`src/rtl/sha256_job_sched.sv`:
```
// Round-robin job scheduler that time-shares one simplified_sha256 core.
// One job in flight; a watchdog aborts jobs the core never finishes.
module sha256_job_sched #(
    parameter int NUM_REQ        = 4,
    parameter int TIMEOUT_CYCLES = 2047,
    localparam int ID_W          = $clog2(NUM_REQ)
) (
    input  logic                  clk,
    input  logic                  reset_n,
    input  logic [NUM_REQ-1:0]    req_valid,
    input  logic [NUM_REQ*16-1:0] req_msg_addr,
    input  logic [NUM_REQ*16-1:0] req_out_addr,
    output logic [NUM_REQ-1:0]    req_ready,
    output logic                  core_start,
    output logic [15:0]           core_message_addr,
    output logic [15:0]           core_output_addr,
    input  logic                  core_done,
    output logic                  cmp_valid,
    output logic [ID_W-1:0]       cmp_id,
    output logic                  cmp_error,
    output logic                  busy
);

    typedef enum logic [2:0] {
        IDLE,
        LAUNCH,
        WAIT_BUSY,
        WAIT_DONE,
        REPORT
    } state_t;

    state_t          state;
    state_t          state_next;
    logic [ID_W-1:0] rr_ptr;
    logic [ID_W-1:0] cur_id;
    logic [15:0]     timer;
    logic [ID_W-1:0] scan_idx;
    logic [ID_W-1:0] grant_id;
    logic            grant_found;
    logic            grant;
    logic            wd_hit;
    logic            waiting;

    // First valid requester at or after rr_ptr, wrapping modulo NUM_REQ.
    always_comb begin
        grant_found = 1'b0;
        grant_id    = '0;
        scan_idx    = '0;
        for (int i = 0; i < NUM_REQ; i++) begin
            scan_idx = ID_W'((int'(rr_ptr) + i) % NUM_REQ);
            if (!grant_found && req_valid[scan_idx]) begin
                grant_found = 1'b1;
                grant_id    = scan_idx;
            end
        end
    end

    assign grant     = (state == IDLE) && core_done && grant_found;
    assign req_ready = grant ? (NUM_REQ'(1) << grant_id) : '0;

    assign waiting = (state == WAIT_BUSY) || (state == WAIT_DONE);
    // Fires on the cycle whose increment would bring timer to TIMEOUT_CYCLES-1.
    assign wd_hit  = ({1'b0, timer} + 17'd1) >= 17'(TIMEOUT_CYCLES - 1);

    always_ff @(posedge clk or negedge reset_n) begin
        if (!reset_n) begin
            state <= IDLE;
        end else begin
            state <= state_next;
        end
    end

    always_comb begin
        state_next = state;
        unique case (state)
            IDLE: begin
                if (grant) state_next = LAUNCH;
            end
            LAUNCH: begin
                state_next = WAIT_BUSY;
            end
            WAIT_BUSY: begin
                if (!core_done)  state_next = WAIT_DONE;
                else if (wd_hit) state_next = REPORT;
            end
            WAIT_DONE: begin
                if (core_done || wd_hit) state_next = REPORT;
            end
            REPORT: begin
                state_next = IDLE;
            end
            default: begin
                state_next = IDLE;
            end
        endcase
    end

    always_ff @(posedge clk or negedge reset_n) begin
        if (!reset_n) begin
            rr_ptr            <= '0;
            cur_id            <= '0;
            timer             <= '0;
            core_message_addr <= '0;
            core_output_addr  <= '0;
            cmp_id            <= '0;
            cmp_error         <= 1'b0;
        end else begin
            if (grant) begin
                cur_id            <= grant_id;
                core_message_addr <= req_msg_addr[{grant_id, 4'b0000} +: 16];
                core_output_addr  <= req_out_addr[{grant_id, 4'b0000} +: 16];
            end
            if (state == LAUNCH) begin
                timer <= '0;
            end else if (waiting && state_next != REPORT) begin
                timer <= timer + 16'd1;
            end
            if (waiting && state_next == REPORT) begin
                cmp_id    <= cur_id;
                // Only a done seen in WAIT_DONE is a genuine completion.
                cmp_error <= !((state == WAIT_DONE) && core_done);
            end
            if (state == REPORT) begin
                rr_ptr <= (cur_id == ID_W'(NUM_REQ - 1)) ? '0 : cur_id + 1'b1;
            end
        end
    end

    assign core_start = (state == LAUNCH);
    assign cmp_valid  = (state == REPORT);
    assign busy       = (state != IDLE);

endmodule

```
`config.mk`:
```
export PLATFORM = sky130hd
export DESIGN_NAME = sha256_job_sched
export DESIGN_NICKNAME = d
export VERILOG_FILES = /design/src/rtl/sha256_job_sched.sv
export SDC_FILE = /design/constraint.sdc
export NUM_CORES = 1
export LEC_CHECK = 0
export CORE_MARGIN = 5
export CORE_UTILIZATION = 43
export DETAILED_ROUTE_END_ITERATION = 16
export GPL_TIMING_DRIVEN = 0
export PLACE_DENSITY_LB_ADDON = 0.3
export SKIP_CTS_REPAIR_TIMING = 1
export SYNTH_ARGS = -nofsm -noshare
export SYNTH_HDL_FRONTEND = slang
export SYNTH_SLANG_ARGS = --single-unit
```
`constraint.sdc`:
```
create_clock -name clk -period 3 [get_ports clk]
set_clock_uncertainty 0.15 [all_clocks]
set_input_delay 0.75 -clock clk [delete_from_list [all_inputs] [get_ports clk]]
set_output_delay 0.75 -clock clk [all_outputs]
set_load 0.05 [all_outputs]
```
# After elaboration in Yosys (flattened, before gate mapping)
# Cells that the tools add are included.
# totals
output_inout_bits	42
register_bits	58
inputBits	135
wordCells	71
# op_classes
order_cmp	5
reduce_logical	17
n_eq_ne	7
mux	25
shift	3
add_sub_neg	6
# op_table
cell	n
indexed part select 64 x 7 -> 16 bit	2
2-to-1 mux 16 bit	2
adder 16 x 1 -> 17 bit (second input constant)	1
>= comparator 17 x 11 -> 1 bit (second input constant)	1
adder 16 x 1 -> 16 bit (second input constant)	1
less-than comparator 2 x 3 -> 1 bit (second input constant)	4
2-to-1 mux 3 bit	4
case mux 3 bit (4 select lines)	1
2-to-1 mux 2 bit	5
binary-select mux 1 bit (select 2 bit)	4
logical AND 1 bit	8
2-to-1 mux 1 bit	8
== test 3 x 2 -> 1 bit (second input constant)	2
== test 3 bit (second input constant)	2
adder 2 x 1 -> 2 bit (second input constant)	2
adder 2 bit (second input constant)	2
zero test 1 bit	4
2-to-1 mux 4 bit	1
<< shifter 1 x 2 -> 4 bit (first input constant)	1
== test 3 x 1 -> 1 bit (second input constant)	1
zero test 3 bit	1
!= test 3 bit (second input constant)	1
nonzero test 3 bit	1
== test 2 bit (second input constant)	1
other kinds (2)	3

# Longest topological paths before layout
# depth
depth_word	19
ltp_mapped	10
mapped_depth_nobuf	8

# Worst setup path after synthesis
# Ideal clock, no wire load.
# synth_timing
kind	input to output
startpoint	input port req_valid[0]
endpoint	output port req_ready[0]
arrival_time_ps	2934
t_required_ps	2100
cell_stages	7
path_slack_ps	-834
cell_sequence	a21oi_1 > o21ai_0 > nand2_1 > o21ai_1 > clkbuf_1 > clkbuf_1 > nor3b_1
# synth_between
elab_chain_cells	14
elab_cells_between_ends	25
cone_classes	shift (1); mux (17); reduce/logical (7)
# synth_lines
item	line	source
start, declared	10	input logic [NUM_REQ-1:0] req_valid,
binary-select mux 1 bit (select 2 bit)	51	if (!grant_found && req_valid[scan_idx]) begin
2-to-1 mux 1 bit (implied by the code)	51	
2-to-1 mux 1 bit	51	
zero test 1 bit	51	
logical AND 1 bit	51	
2-to-1 mux 1 bit	51	
zero test 1 bit	51	
logical AND 1 bit	51	
2-to-1 mux 1 bit	51	
zero test 1 bit	51	
logical AND 1 bit	51	
2-to-1 mux 2 bit / 2-to-1 mux 1 bit (equally long branches)	51	
<< shifter 1 x 2 -> 4 bit / logical AND 1 bit (equally long branches)	59, 58	
2-to-1 mux 4 bit (*)	59	assign req_ready = grant ? (NUM_REQ'(1) << grant_id) : '0;
end, declared	13	output logic [NUM_REQ-1:0] req_ready,
# Every way passes the cells marked *; elsewhere a longest branch is shown, timed or not. The select of a mux whose other input is x is not followed.

# Worst setup path in the final report
# layout_timing
startpoint	input port req_valid[2]
endpoint	output port req_ready[1]
# Same word-level chain as after synthesis.

==> reports/qor.csv <==
metric,value,unit
grt_pass1_vias,4742,
grt_setup_unrepaired,yes,
antenna_found_initial,0,
maxCapViolations,0,
synth_area_leaders,"dfrtp_1 35%, nand2_1 7.9%, a311oi_1 7.1%",
drc_errors,0,
critPathCaptureType,primary output,
syn_area_per_cell,8.88,um2
crit_path_max_fanout,6,
seqPwrFrac,23.0,%
ys_types,64,
track_usage,26.5,%
area_growth_syn_to_layout,57.0,%
yosysTopAreaCellShare,35.5,%
slew-limit-headroom,42.0,%
wl,15.6,mm
internal_power,0.00280,W
vias_per_cell,5.82,
nFillCells,708,
hold_viol,0,
net-switching-power,0.00276,W
num_rows,35,
cts_buffer_depth,2,
fmax,332,MHz
gp_congestion,0.936,
die_y,108,um
path_class,in -> out,
dieWidth,108,um
synthFlopType,dfrtp_1,
design_area,0.00642,mm2
utilization,69.5,%
violations,negative setup slack,
synth_seq_cells,58,
p_leak,2.79,nW
synth_cells,461,
pwr-share-clk,13.7,%
cts_sinks,58,
drive_above_1_share,13.7,%
grt_max_degree,34,
power.density,865,mW/mm2
synth_seq_area_share,35.5,%
drt-initial-drc-count,278,
total_power,0.00556,W
dpl.hpwl,12.2,mm
ant_nets,0,
start_util,44.3,%
htreeDepth,3,
path_clk_slew,0.07,ns
critPathRequiredTime,2.10,ns
irDropWorstVdd,0.475,mV
vias,4615,
hold_path.class,in -> async,
cts_made_buffers,9,
swShare,49.6,%
grt_pass1_wl,24.0,mm
comb_power_share,63.2,%
final.min_clock_period,3.02,ns
placed_cell_area,0.00608,mm2
synth_edf_count,0,
cts_tree,built,
multi_input_area,0.00247,mm2
synthArstFlopShare,100,%
diodes,0,
firstDrtPassIters,5,
syn-cell-area,0.00409,mm2
outcome,"finished, violations left",
yosysWarningCount,0,
nets,798,
root_buffer,clkbuf_8,
insertion_delay,0.34,ns
syn-num-nets,599,
boundaryPins,177,
worst_pin_slew,0.866,ns
regArea,0.00145,mm2
setup-tns-final,-0.0165,ns
setup_viol,1,
post_drt_wl_per_cell,19.7,um
worstPathArrival,2.12,ns
period_share,101,%
cp-start-kind,input port,
holdWs,0.274,ns
grt.overflow.total,0,
portBuffers,175,
coreArea,0.00924,mm2
maxSlewViolCount,0,
yosysTopAreaCell,dfrtp_1,
setup_ws,-0.0165,ns
die-area,0.0116,mm2
-- through the flow --
stage                     worst slack [ns]  cells
after floorplan                     0.0119    461
final                              -0.0165    793
after CTS                            -1.33    781
after global routing               -0.0601    793
after detailed placement             -1.34    766
after global placement               -1.32    765
-- placed cells by master (no fill, tap or decap), drive strengths merged, types with 4 or more instances in the layout --
master / instances
clkdlybuf4s50: 165
nand2: 87
dfrtp: 58
buf: 37
a211oi: 34
and2: 33
a311oi: 33
a21o: 33
clkbuf: 32
a21oi: 16
inv: 13
nand3: 13
o211ai: 10
nor2: 10
nor3: 10
o21ai: 7
nand4: 6
a32o: 5
and3: 5
nand2b: 4
o32ai: 4
-- metal layers --
metal | wire length, um | part of all wire, % | vias up | GRT usage, %
li1 | - | - | 2134 | -
met1 | 6120 | 39 | 2238 | 31.3
met2 | 7820 | 50 | 199 | 45.9
met3 | 1160 | 7.4 | 44 | 7.44
met4 | 486 | 3.1 | 0 | 9.20
met5 | 0 | 0 | - | 0
-- cell families (layout without fill, tap and decap cells) --
group           count (synthesis)  count (layout)  share of synthesized area [%]
compound gates                161             161                           32.4
buf+inv                        49             252                           6.02
fa+ha+maj                       3               3                          0.917
flops                          58              58                           35.5
xor+xnor                        1               1                          0.214
mux                             6               6                           1.56
simple gates                  183             183                           23.4
-- power by group through the flow --
stage,logic [W],registers [W],clock network [W]
floorplan,0.00151,0.00197,0
global placement,0.00332,0.00127,0
detailed placement,0.00340,0.00127,0
CTS,0.00341,0.00127,0.000764
global route,0.00375,0.00131,0.000804
finish,0.00352,0.00128,0.000763
-- sequential cells by signal (all words and copies together) (netlist names) --
| name | cells |
|---|---|
| core_message_addr | 16 |
| timer | 16 |
| cmp_error | 1 |
| core_output_addr | 16 |
| cmp_id | 2 |
| state | 3 |
| cur_id | 2 |
| rr_ptr | 2 |
-- cells in the mapped netlist, types with 4 or more instances --
master and count:
a211oi_1 32, a21o_1 32, a21oi_1 15, a311oi_1 33, a32o_1 5, and2_1 33
buf_2 6, buf_6 5, clkbuf_1 22, dfrtp_1 58, inv_1 13, nand2_1 86
nand2b_1 4, nand3_1 11, nor2_1 10, nor3_1 9, o211ai_1 10, o21ai_0 4
-- critical path: stages --
cell	delay, ns
buf_8	0.10
or4_4	0.55
nand4_1	0.20
buf_6	0.16
inv_2	0.04
and3_4	0.16
buf_6	0.15
-- path summary, 6_finish.rpt --
check	startpoint	endpoint	slack, ns	cells after the start
setup / recovery	req_valid[2]	req_ready[1]	-0.02	7
hold / removal	reset_n	state[1]$_DFF_PN0_	0.27	1
setup reg to reg	rr_ptr[0]$_DFFE_PN0P_	core_message_addr[6]$_DFFE_PN0P_	0.17	8
hold reg to reg	core_output_addr[7]$_DFFE_PN0P_	core_output_addr[7]$_DFFE_PN0P_	0.33	1
max in group asynchronous	reset_n	core_message_addr[5]$_DFFE_PN0P_	1.82	2
min in group clk	core_output_addr[7]$_DFFE_PN0P_	core_output_addr[7]$_DFFE_PN0P_	0.33	1
-- area by class of cell --
type / instances / share of cell area (%)
plain buffers: 34 / 3.17
clock buffers: 13 / 2.63
clock inverters: 2 / 0.545
inverters: 13 / 0.760
multi-input cells: 354 / 38.4
flip-flops and latches: 58 / 22.6
well taps: 129 / 2.51
repair buffers: 190 / 29.4
(Power assumes the default switching activity.)
